<file path="config.mk">
export PLATFORM = sky130hd
export DESIGN_NAME = fns_weight_sched_flat
export DESIGN_NICKNAME = d
export VERILOG_FILES = /design/src/rtl/fns_weight_sched_if.sv /design/src/rtl/fns_weight_sched.sv /design/src/flat_wrapper.sv
export SDC_FILE = /design/constraint.sdc
export NUM_CORES = 1
export LEC_CHECK = 0
export BUFFER_PORTS_ARGS = -buffer_cell sky130_fd_sc_hd__buf_4
export CORE_ASPECT_RATIO = 2
export CORE_UTILIZATION = 40
export DETAILED_ROUTE_END_ITERATION = 10
export GPL_TIMING_DRIVEN = 0
export SYNTH_ARGS = -nofsm -noshare
export SYNTH_HDL_FRONTEND = slang
export SYNTH_SLANG_ARGS = --single-unit
</file>
<file path="constraint.sdc">
create_clock -name clk -period 2.1 [get_ports clk]
set_input_delay 0.63 -clock clk [delete_from_list [all_inputs] [get_ports clk]]
set_output_delay 0.63 -clock clk [all_outputs]
set_load 0.03 [all_outputs]
</file>
<file path="src/rtl/fns_weight_sched_if.sv">
// Handshake and configuration bundle between the FNS weight scheduler and its user.
// The master side requests scans and the slave side publishes the resulting TSV configuration.
interface fns_weight_sched_if #(
  parameter int NTSV = 5,
  parameter int WLEN = 4
);
  logic                   start;
  logic [NTSV-1:0]        f_flag;
  logic                   busy;
  logic                   done;
  logic                   fail;
  logic                   cfg_valid;
  logic [NTSV-1:0]        en_flag;
  logic [NTSV*WLEN-1:0]   weights;

  modport master (
    output start, f_flag,
    input  busy, done, fail, cfg_valid, en_flag, weights
  );

  modport slave (
    input  start, f_flag,
    output busy, done, fail, cfg_valid, en_flag, weights
  );
endinterface

</file>
<file path="src/rtl/fns_weight_sched.sv">
// Walks the latched TSV fault vector one TSV per cycle and hands out Fibonacci weights
// 1,2,3,5,... to the first NSIG healthy TSVs; later healthy TSVs are parked as spares.
module fns_weight_sched #(
  parameter int NTSV = 5,
  parameter int NSIG = 3,
  parameter int WLEN = 4
) (
  input  logic               clk,
  input  logic               rst,
  fns_weight_sched_if.slave  bus
);
  localparam int IDXW = (NTSV > 1) ? $clog2(NTSV) : 1;
  localparam int CNTW = $clog2(NSIG + 1);
  localparam logic [IDXW-1:0] LAST_IDX = IDXW'(NTSV - 1);
  localparam logic [CNTW-1:0] NSIG_C   = CNTW'(NSIG);

  typedef enum logic [1:0] {IDLE, SCAN, DONE} state_t;

  state_t               state_q, state_d;
  logic [IDXW-1:0]      idx_q, idx_d;
  logic [CNTW-1:0]      cnt_q, cnt_d;
  logic [WLEN-1:0]      a_q, a_d;
  logic [WLEN-1:0]      b_q, b_d;
  logic [WLEN-1:0]      sum;
  logic [NTSV-1:0]      flag_q, flag_d;
  logic [NTSV-1:0]      en_q, en_d;
  logic [NTSV*WLEN-1:0] weights_q, weights_d;
  logic                 busy_q, busy_d;
  logic                 done_q, done_d;
  logic                 fail_q, fail_d;
  logic                 cfg_valid_q, cfg_valid_d;

  always_ff @(posedge clk) begin
    if (rst) begin
      state_q     <= IDLE;
      idx_q       <= '0;
      cnt_q       <= '0;
      a_q         <= '0;
      b_q         <= '0;
      flag_q      <= '0;
      en_q        <= '0;
      weights_q   <= '0;
      busy_q      <= 1'b0;
      done_q      <= 1'b0;
      fail_q      <= 1'b0;
      cfg_valid_q <= 1'b0;
    end else begin
      state_q     <= state_d;
      idx_q       <= idx_d;
      cnt_q       <= cnt_d;
      a_q         <= a_d;
      b_q         <= b_d;
      flag_q      <= flag_d;
      en_q        <= en_d;
      weights_q   <= weights_d;
      busy_q      <= busy_d;
      done_q      <= done_d;
      fail_q      <= fail_d;
      cfg_valid_q <= cfg_valid_d;
    end
  end

  always_comb begin
    state_d     = state_q;
    idx_d       = idx_q;
    cnt_d       = cnt_q;
    a_d         = a_q;
    b_d         = b_q;
    flag_d      = flag_q;
    en_d        = en_q;
    weights_d   = weights_q;
    busy_d      = busy_q;
    done_d      = 1'b0;
    fail_d      = fail_q;
    cfg_valid_d = cfg_valid_q;
    // A legal WLEN holds F(NSIG+1), so the sum never wraps.
    sum         = a_q + b_q;

    unique case (state_q)
      IDLE, DONE: begin
        if (bus.start) begin
          flag_d      = bus.f_flag;
          en_d        = '0;
          weights_d   = '0;
          fail_d      = 1'b0;
          cfg_valid_d = 1'b0;
          idx_d       = '0;
          cnt_d       = '0;
          a_d         = '0;
          b_d         = WLEN'(1);
          busy_d      = 1'b1;
          state_d     = SCAN;
        end
      end
      SCAN: begin
        for (int i = 0; i < NTSV; i++) begin
          if (idx_q == IDXW'(i)) begin
            if (!flag_q[i] && (cnt_q < NSIG_C)) begin
              en_d[i]                  = 1'b1;
              weights_d[i*WLEN +: WLEN] = sum;
              a_d                      = b_q;
              b_d                      = sum;
              cnt_d                    = cnt_q + 1'b1;
            end else begin
              en_d[i]                  = 1'b0;
              weights_d[i*WLEN +: WLEN] = '0;
            end
          end
        end
        if (idx_q == LAST_IDX) begin
          state_d     = DONE;
          busy_d      = 1'b0;
          done_d      = 1'b1;
          fail_d      = (cnt_d < NSIG_C);
          cfg_valid_d = (cnt_d >= NSIG_C);
        end else begin
          idx_d = idx_q + 1'b1;
        end
      end
      default: state_d = IDLE;
    endcase
  end

  assign bus.busy      = busy_q;
  assign bus.done      = done_q;
  assign bus.fail      = fail_q;
  assign bus.cfg_valid = cfg_valid_q;
  assign bus.en_flag   = en_q;
  assign bus.weights   = weights_q;
endmodule

</file>
<file path="src/flat_wrapper.sv">
// flat-port wrapper written by rule: the top's interface ports become plain ports
module fns_weight_sched_flat 
#(
  parameter int NTSV = 5,
  parameter int NSIG = 3,
  parameter int WLEN = 4
)
  (clk, rst, bus_start, bus_f_flag, bus_busy, bus_done, bus_fail, bus_cfg_valid, bus_en_flag, bus_weights);
  fns_weight_sched_if #(.NTSV(NTSV), .WLEN(WLEN)) bus_i ();
  input  logic clk;
  input  logic rst;
  input wire logic [$bits(bus_i.start)-1:0] bus_start;
  input wire logic [$bits(bus_i.f_flag)-1:0] bus_f_flag;
  output wire logic [$bits(bus_i.busy)-1:0] bus_busy;
  output wire logic [$bits(bus_i.done)-1:0] bus_done;
  output wire logic [$bits(bus_i.fail)-1:0] bus_fail;
  output wire logic [$bits(bus_i.cfg_valid)-1:0] bus_cfg_valid;
  output wire logic [$bits(bus_i.en_flag)-1:0] bus_en_flag;
  output wire logic [$bits(bus_i.weights)-1:0] bus_weights;
  assign bus_i.start = bus_start;
  assign bus_i.f_flag = bus_f_flag;
  assign bus_busy = bus_i.busy;
  assign bus_done = bus_i.done;
  assign bus_fail = bus_i.fail;
  assign bus_cfg_valid = bus_i.cfg_valid;
  assign bus_en_flag = bus_i.en_flag;
  assign bus_weights = bus_i.weights;
  fns_weight_sched #(.NTSV(NTSV), .NSIG(NSIG), .WLEN(WLEN)) u_core (.clk(clk), .rst(rst), .bus(bus_i));
endmodule
</file>
== Word-level counts from Yosys, hierarchy flattened ==
Index checks and enable logic that the tools add are counted.
Word-level totals
  bits in registers: 49
  bits of input ports: 8
  output and inout port bits: 29
  logic and storage cells: 143
Operators by class
  add/sub/neg operators: 3
  order comparisons: 3
  equal/unequal tests: 13
  mux-type cells: 79
  bitwise gates (word level): 1
  reductions and logical operators: 24
Operators with widths (count)
  4-bit two-way mux: 34
  20-bit case mux with 2 select lines: 1
  2-bit two-way mux: 15
  20-bit two-way mux: 1
  3-bit AND reduction: 6
  1-bit two-way mux: 16
  4-bit case mux with 2 select lines: 2
  2-bit by 1-bit inequality test with 1-bit output, second input constant: 5
  5-bit case mux with 2 select lines: 1
  2-bit case mux with 2 select lines: 2
  3-bit by 2-bit == test with 1-bit output, second input constant: 2
  3-bit two-way mux: 2
  1-bit case mux with 2 select lines: 3
  3-bit case mux with 2 select lines: 1
  2-bit AND reduction: 3
  1-bit logical AND: 5
  1-bit logical NOT: 5
  5-bit two-way mux: 1
  4-bit adder: 1
  2-bit < comparator, second input constant: 2
  2-bit inequality test, second input constant: 2
  2-bit OR reduction: 2
  3-bit by 1-bit adder with 3-bit output, second input constant: 1
  3-bit by 1-bit == test with 1-bit output, second input constant: 1
  9 further kinds: 9

== Longest topological paths before layout ==
Gate-level depths: netlist of run 1.
  depth after elaboration: 17
  gate-level depth with buffers: 9
  gate-level depth less buffers: 7

== Worst setup path after synthesis of run 1 ==
OpenSTA, ideal clock, no wires.
  kind: register to register
  start: reg u_core.idx_q[0]
  end: reg u_core.fail_q (netlist: u_core.bus.fail)
  setup time: 130 ps
  data arrival time: 1742 ps
  data required time: 1970 ps
  path slack: 228 ps
  stages on the path, launching flop included: 8
  buffers on the path: 0
  period minus slack after synthesis: 1872 ps
  path through: dfxtp_1 inv_1 ha_1 or3b_1 and4_4 a2111o_1 o211ai_2 o31ai_1
On the way
  longest elaborated chain between the ends: 15
  elaborated cells on any way between the ends: 21
  classes of those cells: 1 x order compare; 5 x eq/ne; 13 x mux; 2 x reduce/logical
RTL lines
  start, declared: RTL line fns_weight_sched.sv:20  | logic [IDXW-1:0] idx_q, idx_d;
  start signal, assigned: RTL line fns_weight_sched.sv:49  | idx_q <= idx_d;
  3-bit logical NOT: RTL line fns_weight_sched.sv:97  | if (idx_q == IDXW'(i)) begin
  2-bit two-way mux: RTL line fns_weight_sched.sv:97
  2-bit two-way mux: RTL line fns_weight_sched.sv:79  | unique case (state_q)
  2-bit two-way mux: RTL line fns_weight_sched.sv:98  | if (!flag_q[i] && (cnt_q < NSIG_C)) begin
  2-bit two-way mux: RTL line fns_weight_sched.sv:97
  2-bit two-way mux: RTL line fns_weight_sched.sv:98
  2-bit two-way mux: RTL line fns_weight_sched.sv:97
  2-bit two-way mux: RTL line fns_weight_sched.sv:98
  2-bit two-way mux: RTL line fns_weight_sched.sv:97
  2-bit two-way mux: RTL line fns_weight_sched.sv:98
  2-bit two-way mux: RTL line fns_weight_sched.sv:97
  2-bit two-way mux: RTL line fns_weight_sched.sv:79
  2-bit < comparator: RTL line fns_weight_sched.sv:114  | fail_d = (cnt_d < NSIG_C);
  1-bit two-way mux: RTL line fns_weight_sched.sv:110  | if (idx_q == LAST_IDX) begin
  1-bit case mux with 2 select lines: RTL line fns_weight_sched.sv:79
  end signal, assigned: RTL line fns_weight_sched.sv:58  | fail_q <= fail_d;
  end, declared: RTL line fns_weight_sched.sv:30  | logic fail_q, fail_d;
Several ways; a longest one is shown, not always the timed one. The select of a mux whose other input is x is not followed.
A chain may end at the register's enable or synchronous reset.

== Worst setup path after layout of run 1 ==
Ends and elaborated chain as after synthesis.

==> key figures, run 1 <==
Status
  • Status: finished, final reports clean

STA
  • Final Skew: 8.898 ps
  • Worst setup slack after layout: between 60 and 70 ps
  • Hold violation total from the final report: 0
  • Max-slew violation total from the final report: 0
  • Setup repair after global routing missed its margin: false
  • Worst-margin pin slew: ~640 ps
  • Worst-case hold slack: 466.7 ps
  • Finish-stage setup viols: 0
  • Tightest slew margin relative to the limit: 56.99%
  • Peak Freq: 0.4923 GHz
  • Tcrit/Tclk final: 96.72%
  • Crit path time final: 2031 ps

Yosys
  • Proportion of synthesized chip area in sequential cells: 49.31%
  • Synthesized net count: 244
  • Warning count from the yosys run: 0
  • Post-synth EDFFs: 0
  • Flop and latch count out of synthesis: 49
  • Gate count after technology mapping: 226
  • Syn Area/Cell: 8.803 µm²
  • Number of unique standard cell types used by synthesis: 30
  • Primary flip-flop cell chosen by synthesis mapping: sky130_fd_sc_hd__dfxtp_1
  • Top cell type's share of synthesized area: between 40% and 50%
  • Area contributors post-synth: sky130_fd_sc_hd__dfxtp_1 (49%), sky130_fd_sc_hd__a21oi_1 (7.5%), sky130_fd_sc_hd__a22oi_1 (7.5%)
  • Synthesized area: 0.001989 mm²
  • Post-synth top area cell: sky130_fd_sc_hd__dfxtp_1
  • Fraction of synthesis flops using an asynchronous set or reset pin: 0%

Layout
  • # diodes: 0
  • Layout cells sized above 1: 17.84%
  • Most frequent standard cell in the layout excluding fill and tap cells: sky130_fd_sc_hd__dfxtp_1
  • FILL cells: roughly 460
  • Area overhead of the layout relative to synthesis: 21.76%
  • Finished Core Util: 50.26%
  • Number of nets in the layout: 286
  • Commonest cells after routing, fill and taps aside: sky130_fd_sc_hd__dfxtp_1 (49), sky130_fd_sc_hd__buf_4 (36), sky130_fd_sc_hd__nor2_1 (35)

Global routing
  • Combined global-route utilization of all metal layers: 21.02%
  • First-pass GRT wire length: 8.024 mm
  • Sum of overflow across all layers after global routing: 0
  • Vias in the first global route: 1647
  • Maximum number of pins on one net before global-route repair: 14
  • Antenna violations before repair: 0

Setup path
  • Largest delay share family, worst path: simple AND/OR/NAND/NOR gates
  • Worst Setup Start Kind: register
  • Delay of the slowest cell on the worst path: 420 ps
  • CP Class: reg2reg
  • Data required time at the worst endpoint: 2280 ps
  • Worst setup path startpoint: u_core.idx_q[0]$_SDFFE_PP0P_
  • Worst setup EP type: register
  • Worst Reg-to-Reg Cells: 7
  • Critical-path cell with the highest stage delay: sky130_fd_sc_hd__a2111o_1
  • Number of buffers and inverters on the critical path: 1
  • Arrival @ worst endpoint: 2210 ps
  • Cell Chain, Critical Path: inv_1, ha_2, or3b_1, and4_4, a2111o_1, o211ai_2, o31ai_1
  • Worst R2R Setup Slack: 70 ps
  • Endpoint of the most critical register-to-register path: u_core.bus.fail$_SDFFE_PP0P_
  • Worst-path fanout max: 7
  • Launching point of the worst reg2reg path: u_core.idx_q[0]$_SDFFE_PP0P_

Power
  • Clock network fraction of design power: 31.7%
  • Overall power: 1.699 mW
  • Power per cell area: about 700 mW/mm²
  • Net Switching: ~0.45 mW
  • Static leakage: 0.9793 nW
  • Combinational power share: 11.6%
  • Power share of the sequential group: 56.7%
  • Cell-internal power: 1.249 mW
  • Highest ir drop seen on vdd: 0.4851 mV
  • Share of total power consumed by net switching: 26.46%

Clocking
  • Deepest level of the CTS H-tree: 2
  • TritonCTS sink count: 49
  • Hold-fix buffers at CTS: 0
  • Worst skew pair latency: 310 ps
  • TritonCTS Buffers: 5
  • TritonCTS clock tree: yes
  • Post-CTS clock slew at the launch and capture registers of the worst setup and hold paths: 90 ps
  • Root Driver: sky130_fd_sc_hd__clkbuf_8
  • Post-CTS setup repair buffer count: 0
  • Maximum clock path buffer count: 2

Placement
  • HPWL after detailed placement: about 3.8 mm
  • Routability cong.: ~0.83
  • Post-placement setup slack: -12.54 ps
  • Count of port buffers added during placement: 36

Die
  • Initial Utilization: 41.28%
  • Height of the die: 101.7 µm
  • Die X: 51.87 µm
  • Number of top-level pins: 37
  • Die Footprint: around 0.0053 mm²
  • Placeable Area: ~0.0048 mm²
  • Core Rows: 36

Drt
  • Number of nets with antenna violations after detailed routing: 0
  • Routed length per instance: roughly 15 µm
  • Number of iterations in the first detailed-routing pass: 4
  • Overall routed net length: ~5 mm
  • Number of violations reported at the end of detailed-routing iteration 0: 35
  • Post-detailed-route via-to-cell ratio: 5.316
  • Via total after detailed routing: 1733
  • Drt drc: 0

Worst hold path
  • Destination of the worst hold path: u_core.flag_q[3]$_SDFFE_PP0P_
  • HP Start: u_core.flag_q[3]$_SDFFE_PP0P_
  • Cell depth of the worst hold path: 2
  • Tightest Hold Check Type: reg2reg

Job
  • Reported max-cap violation count: 0
==> sequential cells by signal (all words and copies together) (netlist names), 2 cells and up <==
register,cells
u_core.cnt_q,2
u_core.bus.weights,20
u_core.idx_q,3
u_core.b_q,4
u_core.flag_q,5
u_core.bus.en_flag,5
u_core.a_q,4
u_core.state_q,2
==> per-layer routing <==
metal	vias to the layer above	part of all wire [%]	global-route usage [%]
met2	35	55	38.17
met5	-	0	0
met4	0	2.2	10.60
met3	10	3.2	3.303
li1	868	-	-
met1	820	40	22.36
==> worst min-delay path, delay by kind of cell, from the launching register on <==
kind	cells	cell delay [ps]
and+or+nand+nor	1	50
AOI/OAI and AO/OA	1	50
DFF	1	320
==> kinds of logic (layout without fill, tap and decap cells) <==
kind of cell	after synthesis	after routing	share of synthesized area, %
fa+ha+maj	10	10	6.667
compound gates	60	60	19.24
simple gates	90	90	20.44
buf+inv	14	57	3.018
flops	49	49	49.31
xor+xnor	3	3	1.321
==> cell usage after synthesis, types with 4 or more instances <==
| library cell | n |
|---|---|
| sky130_fd_sc_hd__a21oi_1 | 30 |
| sky130_fd_sc_hd__a22oi_1 | 20 |
| sky130_fd_sc_hd__clkbuf_1 | 9 |
| sky130_fd_sc_hd__dfxtp_1 | 49 |
| sky130_fd_sc_hd__ha_1 | 9 |
| sky130_fd_sc_hd__inv_1 | 4 |
| sky130_fd_sc_hd__nand2_1 | 26 |
| sky130_fd_sc_hd__nand2b_1 | 4 |
| sky130_fd_sc_hd__nand3_1 | 15 |
| sky130_fd_sc_hd__nor2_1 | 35 |
==> worst max path at each step <==
stage / endpoint / slack [ps] / cells past startpoint
final: u_core.bus.fail$_SDFFE_PP0P_ / 70 / 7
after global routing: u_core.bus.fail$_SDFFE_PP0P_ / 3 / 7
after CTS: u_core.a_q[2]$_SDFFE_PP0P_ / 20 / 8
after detailed placement: u_core.b_q[0]$_SDFFE_PP0P_ / -10 / 8
after global placement: u_core.bus.weights[15]$_SDFFE_PP0P_ / -40 / 6
after floorplan: u_core.bus.fail$_SDFFE_PP0P_ / 230 / 7
==> metrics by stage <==
stage          area [µm²]  instances  TNS [ps]
6_report             2422        326         0
5_1_grt              2422        326         0
4_1_cts              2414        327         0
3_5_place_dp         2331        319    -86.08
3_3_place_gp         2331        319    -242.2
2_1_floorplan        1989        226         0
==> timing repair <==
action	4_1_cts	5_1_grt
endpoints found under the setup margin	10	12
resized for setup	1	2
hold endpoints to repair	0	0
==> power by group through the flow <==
stage / clock [mW] / combinational, mW / sequential [mW]
2_1_floorplan: 0 / 0.119 / 0.992
6_report: 0.539 / 0.197 / 0.964
3_5_place_dp: 0 / 0.193 / 0.986
3_3_place_gp: 0 / 0.195 / 0.985
5_1_grt: 0.585 / 0.218 / 0.967
4_1_cts: 0.551 / 0.195 / 0.964
==> layout make-up <==
| cell class | instances | area [µm²] | area share, % |
|---|---|---|---|
| clock buffer | 8 | 80.08 | 3.306 |
| multi-input combinational | 163 | 963.4 | 39.77 |
| sequential | 49 | 980.9 | 40.50 |
| inverter | 4 | 15.01 | 0.6198 |
| timing repair buffer | 36 | 270.3 | 11.16 |
| tap | 57 | 71.32 | 2.944 |
| buffer | 9 | 41.29 | 1.705 |
Note: power is estimated with default switching activity, not from simulation.
==> run 2, diff against run 1 <==
--- a/config.mk
+++ b/config.mk
@@ -11,4 +11,5 @@
 export DETAILED_ROUTE_END_ITERATION = 10
 export GPL_TIMING_DRIVEN = 0
+export SETUP_SLACK_MARGIN = 0.02
 export SYNTH_ARGS = -nofsm -noshare
 export SYNTH_HDL_FRONTEND = slang
==> constraint.sdc (replaced) <==
create_clock -name clk -period 2.1 [get_ports clk]
set_input_delay 0.63 -clock clk [delete_from_list [all_inputs] [get_ports clk]]
set_output_delay 0.63 -clock clk [all_outputs]
set_load 0.005 [all_outputs]
==> key figures, run 2 (synthesis gave the netlist of run 1 again) <==
Placement
  • HPWL after detailed placement: ~3.8 mm
  • Total placed cells including tap cells: 319
  • Routability cong.: 0.8300
  • Count of port buffers added during placement: 36
  • Cell Area, Placed: 0.002331 mm²

Power
  • Power per cell area: 696.1 mW/mm²
  • Static leakage: between 0.9 and 1 nW
  • Highest ir drop seen on vdd: about 0.48 mV

Setup path
  • Arrival @ worst endpoint: ~2200 ps
  • Worst setup EP type: register
  • Data required time at the worst endpoint: ~2300 ps
  • Worst Setup Start Kind: register
  • Worst-path fanout max: 7
  • CP Class: reg2reg

Clocking
  • Maximum clock path buffer count: 2
  • Deepest level of the CTS H-tree: 2
  • Post-CTS clock slew at the launch and capture registers of the worst setup and hold paths: 90 ps
  • Cells resized by post-CTS repair: 1
  • Hold-fix buffers at CTS: 0
  • TritonCTS sink count: 49
  • TritonCTS clock tree: yes
  • TritonCTS Buffers: 5
  • Post-CTS setup repair buffer count: 0
  • Worst skew pair latency: roughly 310 ps
  • Root Driver: sky130_fd_sc_hd__clkbuf_8

STA
  • Max-slew violation total from the final report: 0
  • Final Skew: 8.536 ps
  • Peak Freq: 0.5004 GHz
  • Finish-stage setup viols: 0
  • Tcrit/Tclk final: 95.15%
  • Worst-margin pin slew: approximately 640 ps
  • Tightest slew margin relative to the limit: 57.04%
  • Crit path time final: between 1500 and 2000 ps
  • Setup repair after global routing missed its margin: false
  • Hold violation total from the final report: 0

Worst hold path
  • Tightest Hold Check Type: reg2reg

Die
  • Height of the die: between 100 and 150 µm
  • Die X: 51.87 µm
  • Die Footprint: approximately 0.0053 mm²
  • Initial Utilization: 41.28%
  • Core Rows: 36
  • Placeable Area: 0.004820 mm²
  • Number of top-level pins: 37

Status
  • Status: finished, final reports clean

Layout
  • Largest register FFs: 20
  • Number of nets in the layout: roughly 290
  • Layout cells sized above 1: 17.84%
  • Most frequent standard cell in the layout excluding fill and tap cells: sky130_fd_sc_hd__dfxtp_1
  • Layout Cell Area excl Fill: 0.002432 mm²
  • Area overhead of the layout relative to synthesis: 22.26%
  • Finished Core Util: 50.47%
  • Commonest cells after routing, fill and taps aside: sky130_fd_sc_hd__dfxtp_1 (49), sky130_fd_sc_hd__buf_4 (36), sky130_fd_sc_hd__nor2_1 (35)
  • Non-filler instance count after layout: 326
  • # diodes: 0

Drt
  • Number of violations reported at the end of detailed-routing iteration 0: 38
  • Post-detailed-route via-to-cell ratio: 5.328
  • Number of iterations in the first detailed-routing pass: 4
  • Overall routed net length: 5.011 mm
  • Routed length per instance: ~15 µm
  • Via total after detailed routing: 1737
  • Drt drc: 0
  • Number of nets with antenna violations after detailed routing: 0

Global routing
  • Maximum number of pins on one net before global-route repair: 14
  • Vias in the first global route: 1648
  • First-pass GRT wire length: 8.024 mm
  • Combined global-route utilization of all metal layers: 21.02%
  • Antenna violations before repair: 0
  • Sum of overflow across all layers after global routing: 0

Job
  • Reported max-cap violation count: 0
==> run 2: changes by cell type in the layout (fill, tap and decap cells not counted) <==
cell,previous run,this run
sky130_fd_sc_hd__ha_4,0,1
sky130_fd_sc_hd__ha_2,1,0
==> run 2: power breakdown <==
group | leakage (nW) | total (mW) | switching [mW] | internal [mW]
logic | 0.545 | 0.190 | 0.124 | 0.0653
registers | 0.397 | 0.964 | 0.0154 | 0.949
clock network | 0.0395 | 0.540 | 0.303 | 0.237
total | 0.982 | 1.69 | 0.442 | 1.25
==> run 2: layer usage <==
layer / vias up / part of all wire (%) / wire, µm / GRT usage (%)
li1: 870 / - / - / -
met1: 820 / 40 / 2012 / 22.36
met3: 10 / 3.2 / 160 / 3.303
met4: 0 / 2.2 / 110 / 10.60
met5: - / 0 / 0 / 0
met2: 37 / 54 / 2728 / 38.17
==> run 2: area by class of cell <==
cell class / instances / area (µm²)
timing repair buffer: 36 / 270.3
multi-input combinational: 163 / 973.4
tap: 57 / 71.32
fill: 457 / 2387
sequential: 49 / 980.9
buffer: 9 / 41.29
clock buffer: 8 / 80.08
inverter: 4 / 15.01
==> run 2: metrics by stage <==
stage               TNS, ps  setup slack, ps  total power [mW]  hold slack (ps)
floorplan                 0            227.9             1.102            431.1
CTS                       0            62.52             1.698            470.6
finish                    0            101.8             1.693            466.7
global route              0            30.10             1.765            481.5
global placement     -242.2           -39.38             1.170            439.4
detailed placement   -86.08           -12.54             1.169            453.2
==> run 2: worst max-delay path: stages, from the launching register on <==
cell and delay, ps:
sky130_fd_sc_hd__dfxtp_1 350, sky130_fd_sc_hd__inv_1 150, sky130_fd_sc_hd__ha_4 190, sky130_fd_sc_hd__or3b_1 370, sky130_fd_sc_hd__and4_4 230, sky130_fd_sc_hd__a2111o_1 420, sky130_fd_sc_hd__o211ai_2 80, sky130_fd_sc_hd__o31ai_1 80
==> run 2: path summary, 6_finish.rpt <==
check	start	endpoint	slack (ps)	cells past startpoint
worst max-delay path	u_core.idx_q[0]$_SDFFE_PP0P_	u_core.bus.fail$_SDFFE_PP0P_	100	7
worst min-delay path	u_core.flag_q[3]$_SDFFE_PP0P_	u_core.flag_q[3]$_SDFFE_PP0P_	470	2
worst max register to register	u_core.idx_q[0]$_SDFFE_PP0P_	u_core.bus.fail$_SDFFE_PP0P_	100	7
worst min register to register	u_core.flag_q[3]$_SDFFE_PP0P_	u_core.flag_q[3]$_SDFFE_PP0P_	470	2
==> run 3, diff against run 2 <==
CORE_UTILIZATION = 29   (was 40)
==> key figures, run 3 (synthesis gave the netlist of run 1 again) <==
Setup path
  • Arrival @ worst endpoint: 2250 ps
  • Endpoint of the most critical register-to-register path: u_core.bus.cfg_valid$_SDFFE_PP0P_
  • Data required time at the worst endpoint: 2340 ps
  • Worst R2R Setup Slack: 90 ps
  • Worst Setup Start Kind: register
  • Delay of the slowest cell on the worst path: 420 ps
  • Launching point of the worst reg2reg path: u_core.idx_q[1]$_SDFFE_PP0P_
  • Cell Chain, Critical Path: inv_1, ha_4, or3b_1, and4_4, a2111o_1, o211ai_2, a22o_1
  • CP Class: reg2reg
  • Critical-path cell with the highest stage delay: sky130_fd_sc_hd__a2111o_1
  • Worst-path fanout max: 7
  • Worst setup EP type: register
  • Worst Reg-to-Reg Cells: 7

STA
  • Setup repair after global routing missed its margin: false
  • Tightest slew margin relative to the limit: a little under three fifths
  • Hold violation total from the final report: 0
  • Finish-stage setup viols: 0
  • Final Skew: about 3.5 ps
  • Peak Freq: 0.4970 GHz
  • Tcrit/Tclk final: 95.82%
  • Worst-margin pin slew: 646.5 ps
  • Max-slew violation total from the final report: 0
  • Crit path time final: approximately 2000 ps

Clocking
  • Post-CTS setup repair buffer count: 0
  • TritonCTS Buffers: 5
  • Cells resized by post-CTS repair: 1
  • TritonCTS clock tree: yes
  • Hold-fix buffers at CTS: 0
  • Root Driver: sky130_fd_sc_hd__clkbuf_16
  • Deepest level of the CTS H-tree: 2
  • Worst skew pair latency: roughly 300 ps
  • TritonCTS sink count: between 40 and 50
  • Post-CTS clock slew at the launch and capture registers of the worst setup and hold paths: 70 ps
  • Maximum clock path buffer count: 2

Placement
  • Routability cong.: 0.8373
  • Count of port buffers added during placement: 36
  • HPWL after detailed placement: around 3.9 mm

Worst hold path
  • Cell depth of the worst hold path: 2
  • Destination of the worst hold path: u_core.flag_q[4]$_SDFFE_PP0P_
  • HP Start: u_core.flag_q[4]$_SDFFE_PP0P_
  • Tightest Hold Check Type: reg2reg

Die
  • Initial Utilization: between 30% and 40%
  • Die Footprint: 0.007215 mm²
  • Number of top-level pins: 37
  • Core Rows: 42
  • Placeable Area: between 0.006 and 0.007 mm²
  • Die X: a little over 60 µm
  • Height of the die: 119.1 µm

Drt
  • Number of iterations in the first detailed-routing pass: 4
  • Drt drc: 0
  • Number of violations reported at the end of detailed-routing iteration 0: 73
  • Number of nets with antenna violations after detailed routing: 0
  • Post-detailed-route via-to-cell ratio: 4.919
  • Overall routed net length: 5.125 mm
  • Routed length per instance: 14.36 µm
  • Via total after detailed routing: ~1800

Layout
  • # diodes: 0
  • Finished Core Util: 38.64%
  • Number of nets in the layout: 286
  • Largest register FFs: 20
  • Area overhead of the layout relative to synthesis: 28.62%
  • Most frequent standard cell in the layout excluding fill and tap cells: sky130_fd_sc_hd__dfxtp_1
  • Commonest cells after routing, fill and taps aside: sky130_fd_sc_hd__dfxtp_1 (49), sky130_fd_sc_hd__buf_4 (36), sky130_fd_sc_hd__nor2_1 (35)
  • FILL cells: 713
  • Layout cells sized above 1: a little under a fifth

Power
  • Overall power: approximately 2.1 mW
  • Highest ir drop seen on vdd: 0.6689 mV
  • Static leakage: 1.023 nW
  • Power per cell area: 818.5 mW/mm²

Global routing
  • First-pass GRT wire length: roughly 8 mm
  • Antenna violations before repair: 0
  • Combined global-route utilization of all metal layers: 15.68%
  • Sum of overflow across all layers after global routing: 0
  • Maximum number of pins on one net before global-route repair: 18
  • Vias in the first global route: 1679

Status
  • Status: finished, final reports clean

Job
  • Reported max-cap violation count: 0
==> run 3: cell types whose count changed in the layout (fill, tap and decap cells not counted) <==
cell | before | now
sky130_fd_sc_hd__inv_2 | 0 | 1
sky130_fd_sc_hd__clkbuf_16 | 0 | 5
sky130_fd_sc_hd__nor3_1 | 0 | 1
sky130_fd_sc_hd__inv_1 | 4 | 3
sky130_fd_sc_hd__clkbuf_8 | 5 | 0
sky130_fd_sc_hd__bufinv_16 | 0 | 1
sky130_fd_sc_hd__clkbuf_1 | 11 | 8
sky130_fd_sc_hd__inv_6 | 0 | 2
sky130_fd_sc_hd__nor3_2 | 1 | 0
==> run 3: critical path, delay by kind of cell, from the launching register on <==
| family | cells | cell delay [ps] |
|---|---|---|
| adders and majority gates | 1 | 180 |
| buffers and inverters | 1 | 120 |
| AOI/OAI and AO/OA | 3 | 660 |
| DFF | 1 | 350 |
| and+or+nand+nor | 2 | 630 |
==> run 3: routing by layer <==
layer | vias up | wire, µm | GRT usage [%]
met5 | - | 0 | 0
met4 | 0 | 161 | 8.097
met3 | 11 | 187 | 3.909
met2 | 34 | 2717 | 26.65
met1 | 837 | 2058 | 17.10
li1 | 874 | - | -
==> run 3: final cells by class <==
type	instances	area, µm²	share of cell area, %
inverters	4	15.01	0.5868
multi-input cells	163	968.4	37.85
well taps	88	110.1	4.303
plain buffers	9	41.29	1.614
repair buffers	36	270.3	10.56
clock inverters	3	47.55	1.858
flip-flops and latches	49	980.9	38.34
clock buffers	5	125.1	4.890
==> run 3: where the power goes <==
group          total (mW)  leakage [nW]  switching (mW)  internal [mW]
combinational       0.190         0.542           0.124         0.0653
clock               0.940        0.0848           0.370          0.571
sequential          0.964         0.397          0.0152          0.949
total                2.09          1.02           0.509           1.58
==> run 3: worst max path at each step <==
stage | startpoint | to | slack, ps | depth (start not counted)
after floorplan | u_core.idx_q[0]$_SDFFE_PP0P_ | u_core.bus.fail$_SDFFE_PP0P_ | 230 | 7
after global placement | u_core.idx_q[0]$_SDFFE_PP0P_ | u_core.b_q[0]$_SDFFE_PP0P_ | -50 | 8
after detailed placement | u_core.idx_q[0]$_SDFFE_PP0P_ | u_core.a_q[3]$_SDFFE_PP0P_ | -40 | 8
after CTS | u_core.idx_q[0]$_SDFFE_PP0P_ | u_core.b_q[2]$_SDFFE_PP0P_ | 20 | 7
after global routing | u_core.idx_q[1]$_SDFFE_PP0P_ | u_core.bus.cfg_valid$_SDFFE_PP0P_ | 30 | 7
final | u_core.idx_q[1]$_SDFFE_PP0P_ | u_core.bus.cfg_valid$_SDFFE_PP0P_ | 90 | 7
==> run 3: stage by stage <==
step	setup WS, ps	cell area, µm²	instances	hold WS (ps)	setup TNS, ps
global placement	-51.74	2370	350	438.9	-393.0
finish	87.76	2559	357	454.9	0
floorplan	227.9	1989	226	431.1	0
CTS	20.96	2541	357	455.6	0
detailed placement	-36.98	2370	350	445.3	-324.0
global route	34.26	2559	357	464.2	0
